### src/rtl/echo_tof_meter.sv
// echo_tof_meter
//   Measures the time of flight from a transmit burst start to the first
//   echo pulse, in clk cycles, and converts it to water depth in mm.
//   Echoes inside the blanking window (transmit ring-down) are ignored.
//   A listen timeout ends a measurement that sees no echo. The depth is
//   saturated to 16 bits.
//
// Ports
//   clk            in   system clock (50 MHz nominal)
//   res_n          in   asynchronous active-low reset
//   system_work_en in   measurement enable; low aborts a running measurement
//   tx_start       in   level; rising edge marks the transmit burst start
//   echo_in        in   level; rising edge marks the echo
//   busy           out  high while a measurement is in progress
//   tof_cycles     out  last measured cycle count
//   water_deep     out  last depth in mm, saturated to 16'hFFFF
//   depth_valid    out  one-cycle strobe with a new depth
//   echo_timeout   out  one-cycle strobe when no echo came before MAX_CYCLES
module echo_tof_meter #(
  parameter int unsigned BLANK_CYCLES = 50000,
  parameter int unsigned MAX_CYCLES   = 4400000,
  parameter int unsigned DEPTH_K      = 983,
  parameter int unsigned CNT_W        = 24
) (
  input  logic             clk,
  input  logic             res_n,
  input  logic             system_work_en,
  input  logic             tx_start,
  input  logic             echo_in,
  output logic             busy,
  output logic [CNT_W-1:0] tof_cycles,
  output logic [15:0]      water_deep,
  output logic             depth_valid,
  output logic             echo_timeout
);

  typedef enum logic [2:0] {
    ST_IDLE   = 3'd0,
    ST_BLANK  = 3'd1,
    ST_LISTEN = 3'd2,
    ST_CALC   = 3'd3,
    ST_TOUT   = 3'd4
  } state_t;

  // Last counter value of each window; the transition happens on that cycle
  // so the next window starts with the following count.
  localparam logic [CNT_W-1:0] BLANK_LAST = CNT_W'(BLANK_CYCLES - 1);
  localparam logic [CNT_W-1:0] MAX_LAST   = CNT_W'(MAX_CYCLES - 1);
  localparam logic [33:0]      K34        = 34'(DEPTH_K);

  state_t           state;
  state_t           state_nxt;
  logic [CNT_W-1:0] cnt;
  logic [CNT_W-1:0] cnt_nxt;
  logic [CNT_W-1:0] tof_nxt;
  logic [15:0]      depth_nxt;
  logic             busy_nxt;
  logic             valid_nxt;
  logic             timeout_nxt;
  logic             tx_d;
  logic             echo_d;
  logic             tx_edge;
  logic             echo_edge;
  logic [33:0]      prod;
  logic [33:0]      quot;
  logic [15:0]      depth_sat;

  assign tx_edge   = tx_start & ~tx_d;
  assign echo_edge = echo_in & ~echo_d;

  // Q16 scaling: mm = (cycles * DEPTH_K) >> 16, clamped to 16 bits.
  assign prod      = 34'(tof_cycles) * K34;
  assign quot      = prod >> 16;
  assign depth_sat = (quot > 34'd65535) ? 16'hFFFF : quot[15:0];

  // Input edge-detect history registers.
  always_ff @(posedge clk or negedge res_n) begin
    if (!res_n) begin
      tx_d   <= 1'b0;
      echo_d <= 1'b0;
    end else begin
      tx_d   <= tx_start;
      echo_d <= echo_in;
    end
  end

  // State, counter and registered outputs.
  always_ff @(posedge clk or negedge res_n) begin
    if (!res_n) begin
      state        <= ST_IDLE;
      cnt          <= '0;
      tof_cycles   <= '0;
      water_deep   <= 16'd0;
      busy         <= 1'b0;
      depth_valid  <= 1'b0;
      echo_timeout <= 1'b0;
    end else begin
      state        <= state_nxt;
      cnt          <= cnt_nxt;
      tof_cycles   <= tof_nxt;
      water_deep   <= depth_nxt;
      busy         <= busy_nxt;
      depth_valid  <= valid_nxt;
      echo_timeout <= timeout_nxt;
    end
  end

  // Next-state and next-output logic. A low enable in any active state
  // returns to IDLE without a strobe and leaves the results untouched.
  always_comb begin
    state_nxt   = state;
    cnt_nxt     = cnt;
    tof_nxt     = tof_cycles;
    depth_nxt   = water_deep;
    valid_nxt   = 1'b0;
    timeout_nxt = 1'b0;
    case (state)
      ST_IDLE: begin
        if (system_work_en && tx_edge) begin
          state_nxt = ST_BLANK;
          cnt_nxt   = {{(CNT_W-1){1'b0}}, 1'b1};
        end else begin
          state_nxt = ST_IDLE;
        end
      end
      ST_BLANK: begin
        if (!system_work_en) begin
          state_nxt = ST_IDLE;
        end else begin
          cnt_nxt = cnt + {{(CNT_W-1){1'b0}}, 1'b1};
          if (cnt == BLANK_LAST) begin
            state_nxt = ST_LISTEN;
          end else begin
            state_nxt = ST_BLANK;
          end
        end
      end
      ST_LISTEN: begin
        if (!system_work_en) begin
          state_nxt = ST_IDLE;
        end else begin
          cnt_nxt = cnt + {{(CNT_W-1){1'b0}}, 1'b1};
          // Echo takes priority over the timeout on the last listen cycle.
          if (echo_edge) begin
            tof_nxt   = cnt;
            state_nxt = ST_CALC;
          end else if (cnt == MAX_LAST) begin
            state_nxt = ST_TOUT;
          end else begin
            state_nxt = ST_LISTEN;
          end
        end
      end
      ST_CALC: begin
        if (!system_work_en) begin
          state_nxt = ST_IDLE;
        end else begin
          depth_nxt = depth_sat;
          valid_nxt = 1'b1;
          state_nxt = ST_IDLE;
        end
      end
      ST_TOUT: begin
        if (!system_work_en) begin
          state_nxt = ST_IDLE;
        end else begin
          timeout_nxt = 1'b1;
          state_nxt   = ST_IDLE;
        end
      end
      default: begin
        state_nxt = ST_IDLE;
      end
    endcase
    busy_nxt = (state_nxt != ST_IDLE);
  end

endmodule

### config.mk
export PLATFORM = sky130hd
export DESIGN_NAME = echo_tof_meter
export DESIGN_NICKNAME = d
export VERILOG_FILES = /design/src/rtl/echo_tof_meter.sv
export SDC_FILE = /design/constraint.sdc
export NUM_CORES = 1
export LEC_CHECK = 0
export ABC_CLOCK_PERIOD_IN_PS = 12300
export CORE_UTILIZATION = 40
export DETAILED_ROUTE_END_ITERATION = 10
export PLACE_DENSITY = 0.62
export SYNTH_ARGS = -nofsm -noshare
export SYNTH_HDL_FRONTEND = slang
export SYNTH_SLANG_ARGS = --single-unit
### constraint.sdc
create_clock -name clk -period 12.3 [get_ports clk]
set_input_delay 1.845 -clock clk [delete_from_list [all_inputs] [get_ports clk]]
set_output_delay 1.845 -clock clk [all_outputs]
set_load 0.01 [all_outputs]
# Word level (Yosys, flattened, before mapping)
# Index checks and enable logic that the tools add are counted.
[word_totals] reg_bits=72 inputBits=5
[classes] addsub=1 multipliers=1 n_lt_le_gt_ge=1 eq_ne=8 mux=14 bitwise_logic=4 n_reduce_logical=8
[op_table] cell="24-bit two-way mux" n=2
[op_table] cell="24-bit one-hot mux with 2 select lines" n=1
[op_table] cell="24-bit by 10-bit multiplier with 34-bit output, second input constant" n=1
[op_table] cell="24-bit by 1-bit adder with 24-bit output, second input constant" n=1
[op_table] cell="24-bit by 16-bit equality test with 1-bit output, second input constant" n=1
[op_table] cell="24-bit by 23-bit equality test with 1-bit output, second input constant" n=1
[op_table] cell="18-bit by 16-bit > comparator with 1-bit output, second input constant" n=1
[op_table] cell="16-bit two-way mux" n=1
[op_table] cell="3-bit two-way mux" n=3
[op_table] cell="3-bit one-hot mux with 3 select lines" n=1
[op_table] cell="3-bit by 2-bit equality test with 1-bit output, second input constant" n=2
[op_table] cell="3-bit AND reduction" n=2
[op_table] cell="1-bit two-way mux" n=4
[op_table] cell="2-bit two-way mux" n=2
[op_table] cell="3-bit by 1-bit equality test with 1-bit output, second input constant" n=1
[op_table] cell="3-bit equality test, second input constant" n=1
[op_table] cell="3-bit logical NOT" n=1
[op_table] cell="3-bit nonzero test" n=1
[op_table] cell="1-bit AND" n=2
[op_table] cell="2-bit by 1-bit != test with 1-bit output, second input constant" n=1
[op_table] cell="2-bit != test, second input constant" n=1
[op_table] cell="1-bit NOT" n=2
[op_table] cell="2-bit AND reduction" n=1
[op_table] cell="2-bit nonzero test" n=1
[op_table] cell="2 further kinds" n=2

# Logic depth before layout (Yosys ltp)
# Gate-level depths: netlist of the first run.
[depth] word_depth=6 mapped_depth=22 depth_no_buf=20

# Least setup slack after synthesis of the first run
# Ideal clock, no wire load.
[synth_timing] path_type="reg2reg" start="register tof_cycles[8]" end="register water_deep[10]" setup_ps=121 t_arrival_ps=5673 t_required_ps=12179 setup_slack_ps=6506 stages_incl_launch_ff=22 path_cell_list="dfrtp_1 inv_1 fa_1 inv_1 fa_1 inv_1 fa_1 inv_1 fa_1 inv_1 fa_1 inv_1 ha_1 a21o_1 a311o_1 a21oi_2 nand3_2 a2111oi_4 xor2_2 nand3b_4 buf_6 o22a_1"
[synth_via] elab_chain_cells=3
[synth_rtl] item="start, declared" line_no="31" text="output logic [CNT_W-1:0] tof_cycles,"
[synth_rtl] item="start signal, assigned" line_no="100" text="tof_cycles <= tof_nxt;"
[synth_rtl] item="24-bit by 10-bit multiplier with 34-bit output *" line_no="72" text="assign prod = 34'(tof_cycles) * K34;"
[synth_rtl] item="18-bit by 16-bit > comparator with 1-bit output" line_no="74" text="assign depth_sat = (quot > 34'd65535) ? 16'hFFFF : quot[15:0];"
[synth_rtl] item="16-bit two-way mux *" line_no="74"
[synth_rtl] item="end signal, assigned" line_no="101" text="water_deep <= depth_nxt;"
[synth_rtl] item="end, declared" line_no="32" text="output logic [15:0] water_deep,"
# Mark *: on every way between the ends. The rest lies on a longest branch, timed or not.
# A chain may end at the register's enable or synchronous reset.

# Worst setup path in the final report of the first run
[layout_timing] start="register tof_cycles[11]" end="register water_deep[4]"
# Same word-level chain as after synthesis.

==> flow_summary.ini, run 1 <==
[outcome]
status = finished clean

[place]
dpl.hpwl_mm = 14.4
port-buffer-count = 47
gp_congestion = 0.865
place_ws_ps = 6050

[die]
pin_count = 48
dieArea_um2 = 22100
die_y_um = 149
num_rows = 53
start_util = 0.409
coreArea_um2 = 21000
chipWidth_um = 149

[yosys]
syn_avg_cell_area_um2 = 10.3
yosysWarnings = 0
synth_edf_count = 0
ys_seq_area_frac = 0.210
synthCells = 831
synthArstFlopShare = 1.00
synth-main-ff-cell = dfrtp_1
syn_area_um2 = 8600
synth_nets = 1074
synth.distinct_cells = 51
ys_seq_elements = 72

[worst_setup_path]
crit_type = reg2reg
critPathTopFamily = adder cells
reg2reg_slack_ps = 6080
crit_path_end_kind = register
cpMostUsedCell = inv_1
slowest_stage = fa_1
r2r_start = tof_cycles[11]
arrival_ps = 6450
r2r_cells = 20
cp_max_fo = 16
crit_cells = 20
worstSetupStartpoint = tof_cycles[11]
required_ps = 12530
worst_path_largest_cell_delay_ps = 580
r2r_end = water_deep[4]
crit_end = water_deep[4]
crit_buf_inv = 6
crit_path_start_kind = register
crit_path_cell_trace = inv_1, fa_1, inv_1, fa_1, inv_1, fa_1, inv_1, fa_1, inv_1, fa_1, inv_1, ha_1, nand3_1, or3_1, a211o_1, a31o_1, o211ai_1, o211ai_1, nand3b_4, o22a_1

[timing]
worstMarginPinSlew_ps = 937
hold_violations = 0
min_period_ps = 6220
skew_ps = 5.65
rsz0062_at_grt = false
fmax_mhz = 161
relSlewSlack = 0.375
fin_setup_tns_ps = 0
finalMaxSlewViolations = 0
final-setup-viol-count = 0
fin_ws_ps = 6080
period_share = 0.506

[clock_tree]
numCtsBuffers = 9
cts_buffer_depth = 2
postCtsSetupBuffers = 0
clkTransAtPathRegs_ps = 60
cts-hold-fix-buffers = 0
h-tree-depth = 3
cts_tree = yes
cts_resized = 0
insertion_delay_ps = 340
cts_sinks = 72
cts_root_buf = clkbuf_16

[grt]
antenna_found_initial = 0
grt_use_met2 = 0.286
grtUsageTotal = 0.174
grt_pass1_wl_mm = 30.0
use_met3 = 0.0221
met1_usage = 0.244
grt_overflow = 0
grt_max_degree = 73
grt-busiest-layer = met2
grt_pass1_vias = 5961

[power_and_ir_drop]
power.share.switching = 0.230
power_density_nw_per_um2 = 61.8
power.leakage_nw = 5.34
seq_power_share = 0.420
p_int_uw = 462
vdd_drop_max_mv = 0.0522
p_comb_frac = 0.068
p_clk_frac = 0.512
p_switching_uw = 138

[layout]
seq_area_um2 = 1800
nets = 1121
num-fill-cells = 2027
drive_gt1_frac = 0.0544
area_growth_pct = 13.0
num_antenna_cells = 0
multi_input_area_um2 = 6040

[drt]
drtAntennaViolNets = 0
drc = 0
avgViaCountPerCell = 5.03
num_vias = 5821
first_iter_violations = 309
drt_pass1_iterations = 4
drt-total-wl_mm = 17.7
wl_per_cell_um = 15.3

[min_path]
hold_class = reg2reg

[flow_run]
max_cap_viol_count = 0
## worst min-delay path by stage
stage                              start        endpoint  cells past startpoint
after detailed placement   water_deep[2]   water_deep[2]                      1
after global routing       water_deep[2]   water_deep[2]                      1
after floorplan                   cnt[0]          cnt[0]                      1
after CTS                  water_deep[2]   water_deep[2]                      1
after global placement    water_deep[14]  water_deep[14]                      1
final                      water_deep[0]   water_deep[0]                      1
## cell usage in the layout (no fill, tap or decap), types with 13 or more instances in the layout
cell type	instances
dfrtp_1	72
inv_1	186
nand3_1	19
a21oi_1	23
clkdlybuf4s50_1	46
mux2_2	21
nor2_1	44
fa_1	125
ha_1	113
nand2_1	33
xnor2_1	21
nand4_1	13
o22a_1	16
xor2_1	17
o21ai_0	21
## per-layer routing
layer / vias up / wire length [um]
li1: 2793 / -
met2: 79 / 8760
met1: 2939 / 8210
met4: 0 / 162
met5: - / 0
met3: 10 / 565
## state kept, by name (all words and copies together), names as in the netlist
name          count
tx_d              1
water_deep       16
cnt              24
depth_valid       1
state             3
echo_timeout      1
tof_cycles       24
busy              1
echo_d            1
## cell type report
cell class,instances,share of cell area
sequential,72,0.185
clock inverter,6,0.0120
multi-input combinational,560,0.622
tap,275,0.0354
clock buffer,10,0.0236
timing repair buffer,49,0.0497
inverter,186,0.0719
## worst reg2reg max path, cell delays in order, from the launching register on
cell and delay [ps]:
dfrtp_1 550, inv_1 270, fa_1 580, inv_1 50, fa_1 540, inv_1 60, fa_1 530, inv_1 50
fa_1 530, inv_1 50, fa_1 490, inv_1 40, ha_1 380, nand3_1 190, or3_1 410, a211o_1 290
a31o_1 290, o211ai_1 170, o211ai_1 100, nand3b_4 280, o22a_1 260
## kinds of logic (layout without fill, tap and decap cells)
family,count (synthesis),count (layout),synth area share
buffers and inverters,199,251,0.0883
xor gates and xnor gates,39,39,0.0406
and+or+nand+nor,151,151,0.0876
adders and majority gates,238,238,0.455
muxes,21,21,0.0275
DFF,72,72,0.210
AOI/OAI and AO/OA,111,111,0.0910
## power groups by stage
stage / Clock (mW) / Sequential, mW / Combinational [mW]
floorplan: 0 / 0.255 / 0.0225
global placement: 0 / 0.256 / 0.0414
detailed placement: 0 / 0.256 / 0.0423
global route: 0.322 / 0.253 / 0.0478
CTS: 0.314 / 0.252 / 0.0425
finish: 0.307 / 0.252 / 0.0410
## Yosys cell counts (all sizes together) (3+ instances only)
cell type	count	area, um^2
o21ai	22	110
mux2	21	236
nor3	7	35.0
nand4	13	81.3
fa	125	2500
a211oi	12	95.1
nor4	3	18.8
nor2	44	165
clkbuf	8	30.0
nand3	20	105
o22a	16	140
or3	6	37.5
and3	6	37.5
dfrtp	72	1800
a221oi	3	26.3
xnor2	21	184
buf	5	31.3
ha	113	1410
a21oi	24	124
o21bai	3	22.5
nor2b	3	18.8
o21a	3	22.5
inv	186	698
a21o	12	90.1
xor2	18	165
o211ai	5	37.5
nand2b	4	25.0
and4	3	26.3
nand2	33	124
## stage by stage
stage | power [mW] | util | instances | hold WS (ps) | cell area (um^2)
CTS | 0.608 | 0.462 | 1158 | 510 | 9720
global route | 0.623 | 0.462 | 1158 | 520 | 9720
floorplan | 0.277 | - | 831 | 495 | 8600
global placement | 0.298 | 0.446 | 1142 | 494 | 9370
detailed placement | 0.299 | 0.446 | 1142 | 498 | 9370
finish | 0.600 | 0.462 | 1158 | 510 | 9720
Power figures use the tool's default switching activity.
==> run 2, diff against run 1 <==
--- a/config.mk
+++ b/config.mk
@@ -5,7 +5,7 @@
 export SDC_FILE = /design/constraint.sdc
 export NUM_CORES = 1
 export LEC_CHECK = 0
-export ABC_CLOCK_PERIOD_IN_PS = 12300
+export ABC_CLOCK_PERIOD_IN_PS = 6500
 export CORE_UTILIZATION = 40
 export DETAILED_ROUTE_END_ITERATION = 10
 export PLACE_DENSITY = 0.62
==> constraint.sdc (replaced) <==
create_clock -name clk -period 6.5 [get_ports clk]
set_input_delay 0.975 -clock clk [delete_from_list [all_inputs] [get_ports clk]]
set_output_delay 0.975 -clock clk [all_outputs]
set_load 0.01 [all_outputs]
==> run 2 against run 1 <==
Sequential power is 89% higher. Total power is 89% higher. Combinational power is 92% higher. Die area stayed put. Routed wire length is 0.71% higher. Worst hold slack worse by 3.0 ps. Clock power is 89% higher. Maximum frequency is 0.96% higher.
==> flow_summary.ini, run 2 (synthesis results as in run 1) <==
[power_and_ir_drop]
power_density_nw_per_um2 = 116
vdd_drop_max_mv = 0.107
power.leakage_nw = 5.38

[drt]
drtAntennaViolNets = 0
avgViaCountPerCell = 5.00
wl_per_cell_um = 15.3
first_iter_violations = 249
num_vias = 5829
drc = 0
drt-total-wl_mm = 17.8
drt_pass1_iterations = 4

[clock_tree]
h-tree-depth = 3
postCtsSetupBuffers = 0
numCtsBuffers = 9
cts_buffer_depth = 2
cts_tree = yes
insertion_delay_ps = 340
cts_sinks = 72
clkTransAtPathRegs_ps = 60
cts_root_buf = clkbuf_16

[timing]
final-setup-viol-count = 0
min_period_ps = 6160
finalMaxSlewViolations = 0
fin_hold_ws_ps = 507
rsz0062_at_grt = false
period_share = 0.948
fmax_mhz = 162
fin_setup_tns_ps = 0
worstMarginPinSlew_ps = 946
fin_ws_ps = 336
hold_violations = 0
skew_ps = 5.67
relSlewSlack = 0.369

[die]
start_util = 0.409
dieArea_um2 = 22100
die_y_um = 149
coreArea_um2 = 21000
chipWidth_um = 149
pin_count = 48
num_rows = 53

[worst_setup_path]
cpMostUsedCell = inv_1
required_ps = 6720
crit_path_cell_trace = inv_1, fa_1, inv_1, fa_1, inv_1, fa_1, inv_1, fa_1, inv_1, fa_1, inv_1, ha_1, nand3_1, or3_1, a211o_1, a31o_1, o211ai_1, o211ai_1, nand3b_4, o22a_1
crit_path_start_kind = register
slowest_stage = fa_1
cp_max_fo = 16
crit_path_end_kind = register
crit_type = reg2reg
worst_path_largest_cell_delay_ps = 580
arrival_ps = 6390

[place]
dpl.hpwl_mm = 14.4
port-buffer-count = 47
gp_congestion = 0.833
place_ws_ps = 293
placed_cells = 1149

[layout]
area_growth_pct = 13.6
final_cells = 1165
multi_input_area_um2 = 6040
reg.largest.list = cnt: 24 flops, tof_cycles: 24 flops, water_deep: 16 flops
seq_area_um2 = 1800
drive_gt1_frac = 0.0629
num_antenna_cells = 0
nets = 1128
layout_commonest_cell = inv_1
num-fill-cells = 1979
layout_common_cells = inv_1, fa_1, ha_1

[outcome]
status = finished clean

[grt]
grt_max_degree = 73
grt_pass1_wl_mm = 30.3
grt_overflow = 0
antenna_found_initial = 0
grt_pass1_vias = 6025
grtUsageTotal = 0.174

[flow_run]
max_cap_viol_count = 0

[min_path]
hold_class = reg2reg
run 2: changes by cell type in the layout (fill, tap and decap cells not counted), sizes merged:
cell,change
buf,+7
run 2: worst paths after layout:
path,startpoint,end,slack [ps],cells past startpoint
max,tof_cycles[9],water_deep[3],340,20
min,water_deep[13],water_deep[13],510,1
max reg2reg,tof_cycles[9],water_deep[3],340,20
min reg2reg,water_deep[13],water_deep[13],510,1
max in group asynchronous,res_n,tof_cycles[11],5060,1
min in group asynchronous,res_n,cnt[0],770,1
run 2: per-stage QoR:
stage               area, um^2  power, mW   util
finish                    9770       1.14  0.465
global placement          9420      0.563  0.448
floorplan                 8600      0.525      -
detailed placement        9420      0.565  0.448
CTS                       9770       1.15  0.465
global route              9770       1.18  0.465
run 2: critical path: cells and delay by family, from the launching register on:
kind                       cells  cell delay, ps
adders and majority gates      6            3080
and+or+nand+nor                3             780
DFF                            1             530
buffers and inverters          6             520
AOI/OAI and AO/OA              5            1140
run 2: cell type report:
| cell class | instances | share of cell area |
|---|---|---|
| multi-input cells | 560 | 0.619 |
| flip-flops and latches | 72 | 0.185 |
| inverters | 186 | 0.0715 |
| repair buffers | 56 | 0.0548 |
| well taps | 275 | 0.0352 |
| clock buffers | 10 | 0.0234 |
| clock inverters | 6 | 0.0119 |
run 2: what timing repair did:
item | CTS | global route
endpoints found under the setup margin | 0 | 15
hold buffers | 0 | 0
resized for setup | 0 | 1
hold endpoints to repair | 0 | 0
run 2: layer usage:
metal	global-route usage	wire length, um	vias up
met1	0.238	8160	2933
li1	-	-	2812
met3	0.0215	593	12
met4	0.0381	172	0
met2	0.293	8900	72
met5	0	0	-
run 2: where the power goes:
part           internal, mW  switching (mW)
registers             0.462          0.0141
logic                0.0353          0.0435
clock network         0.378           0.203
==> run 3, diff against run 2 <==
--- a/config.mk
+++ b/config.mk
@@ -8,7 +8,8 @@
 export ABC_CLOCK_PERIOD_IN_PS = 6500
 export CORE_UTILIZATION = 40
 export DETAILED_ROUTE_END_ITERATION = 10
-export PLACE_DENSITY = 0.62
+export DONT_BUFFER_PORTS = 1
+export PLACE_DENSITY = 0.59
 export SYNTH_ARGS = -nofsm -noshare
 export SYNTH_HDL_FRONTEND = slang
 export SYNTH_SLANG_ARGS = --single-unit
==> run 3 against run 2 <==
Sequential cell count stayed put. Utilization shrank 2.2 points. Via count shrank 1.6%.
==> flow_summary.ini, run 3 (synthesis results as in run 1) <==
[timing]
rsz0062_at_grt = false
min_period_ps = 6140
fin_hold_ws_ps = 336
fin_setup_tns_ps = 0
relSlewSlack = 0.438
final-setup-viol-count = 0
finalMaxSlewViolations = 0
worstMarginPinSlew_ps = 844
skew_ps = 7.87
hold_violations = 0
period_share = 0.945
fmax_mhz = 163

[layout]
layout_common_cells = inv_1, fa_1, ha_1
layout_commonest_cell = inv_1
reg.largest.list = cnt: 24 flops, tof_cycles: 24 flops, water_deep: 16 flops
multi_input_area_um2 = 6040
drive_gt1_frac = 0.0708
num_antenna_cells = 0
nets = 1086
seq_area_um2 = 1800
area_growth_pct = 8.25
num-fill-cells = 2006

[die]
num_rows = 53
coreArea_um2 = 21000
chipWidth_um = 149
dieArea_um2 = 22100
start_util = 0.409
pin_count = 48
die_y_um = 149

[outcome]
status = finished clean

[drt]
drt-total-wl_mm = 17.6
drt_pass1_iterations = 5
drtAntennaViolNets = 0
wl_per_cell_um = 15.7
first_iter_violations = 242
avgViaCountPerCell = 5.11
drc = 0
num_vias = 5735

[power_and_ir_drop]
p_int_uw = 806
p_switching_uw = 244
power.share.switching = 0.232
power_density_nw_per_um2 = 113
seq_power_share = 0.456
p_comb_frac = 0.051
power.leakage_nw = 5.23
vdd_drop_max_mv = 0.108
p_clk_frac = 0.493

[clock_tree]
h-tree-depth = 3
cts_tree = yes
cts_sinks = 72
cts_root_buf = clkbuf_16
numCtsBuffers = 9
cts-hold-fix-buffers = 0
cts_buffer_depth = 2
insertion_delay_ps = 340
clkTransAtPathRegs_ps = 60
cts_resized = 0
postCtsSetupBuffers = 0

[grt]
grt_overflow = 0
grtUsageTotal = 0.171
grt_max_degree = 73
antenna_found_initial = 0
grt_pass1_wl_mm = 29.6
grt_pass1_vias = 5776

[place]
gp_congestion = 0.862
port-buffer-count = 0
dpl.hpwl_mm = 14.7

[worst_setup_path]
cp_max_fo = 16
crit_type = reg2reg
crit_path_start_kind = register
r2r_cells = 18
arrival_ps = 6360
required_ps = 6720
crit_path_end_kind = register

[min_path]
hold_class = in2async

[flow_run]
max_cap_viol_count = 0
==> run 3: cell types whose count changed in the layout (fill, tap and decap cells not counted), moves of 2 or more <==
cell | previous run | this run
clkinv_4 | 2 | 0
clkbuf_8 | 0 | 2
bufinv_16 | 3 | 1
clkinvlp_4 | 0 | 2
buf_4 | 10 | 14
clkdlybuf4s50_1 | 46 | 0
==> run 3: final timing paths <==
kind                                    start        endpoint  slack, ps
worst max-delay path            tof_cycles[5]  water_deep[12]        360
worst min-delay path                    res_n  water_deep[15]        340
worst max register to register  tof_cycles[5]  water_deep[12]        360
worst min register to register  water_deep[3]   water_deep[3]        580
max in group asynchronous               res_n   tof_cycles[8]       6050
min in group clk                water_deep[3]   water_deep[3]        580
==> run 3: final cells by class <==
class	instances	share of cell area
clock buffer	11	0.0272
clock inverter	5	0.00672
inverter	186	0.0750
multi-input combinational	560	0.649
sequential	72	0.194
tap	275	0.0370
timing repair buffer	14	0.0113
==> run 3: power groups by stage <==
stage	logic, mW	registers, mW	clock network (mW)
global placement	0.0531	0.487	0
global route	0.0631	0.481	0.551
CTS	0.0545	0.479	0.534
finish	0.0531	0.479	0.518
detailed placement	0.0542	0.487	0
floorplan	0.0425	0.483	0
==> run 3: metal layers <==
| metal | wire length (um) | part of all wire | track usage |
|---|---|---|---|
| met1 | 8020 | 0.46 | 0.231 |
| met2 | 8720 | 0.50 | 0.286 |
| met3 | 728 | 0.041 | 0.0301 |
| met4 | 136 | 0.0077 | 0.0356 |
| met5 | 0 | 0 | 0 |
==> run 3: per-stage QoR <==
stage | total power, mW | cell area, um^2 | instances | setup WS, ps | utilization
2_1_floorplan | 0.525 | 8600 | 831 | 706 | -
3_3_place_gp | 0.540 | 8990 | 1107 | 436 | 0.428
3_5_place_dp | 0.541 | 8990 | 1107 | 354 | 0.428
4_1_cts | 1.07 | 9310 | 1123 | 347 | 0.443
5_1_grt | 1.09 | 9310 | 1123 | 73.4 | 0.443
6_report | 1.05 | 9310 | 1123 | 357 | 0.443
==> run 3: critical path, stage by stage, from the launching register on <==
cell,delay (ps)
dfrtp_1,560
inv_1,240
fa_1,570
inv_1,60
fa_1,520
fa_1,520
fa_1,550
inv_1,70
fa_1,550
inv_1,60
ha_1,340
nand4_1,190
or3_1,370
a211o_1,280
a31o_1,290
o211ai_1,180
o211ai_1,120
nand3b_4,290
o22a_1,260
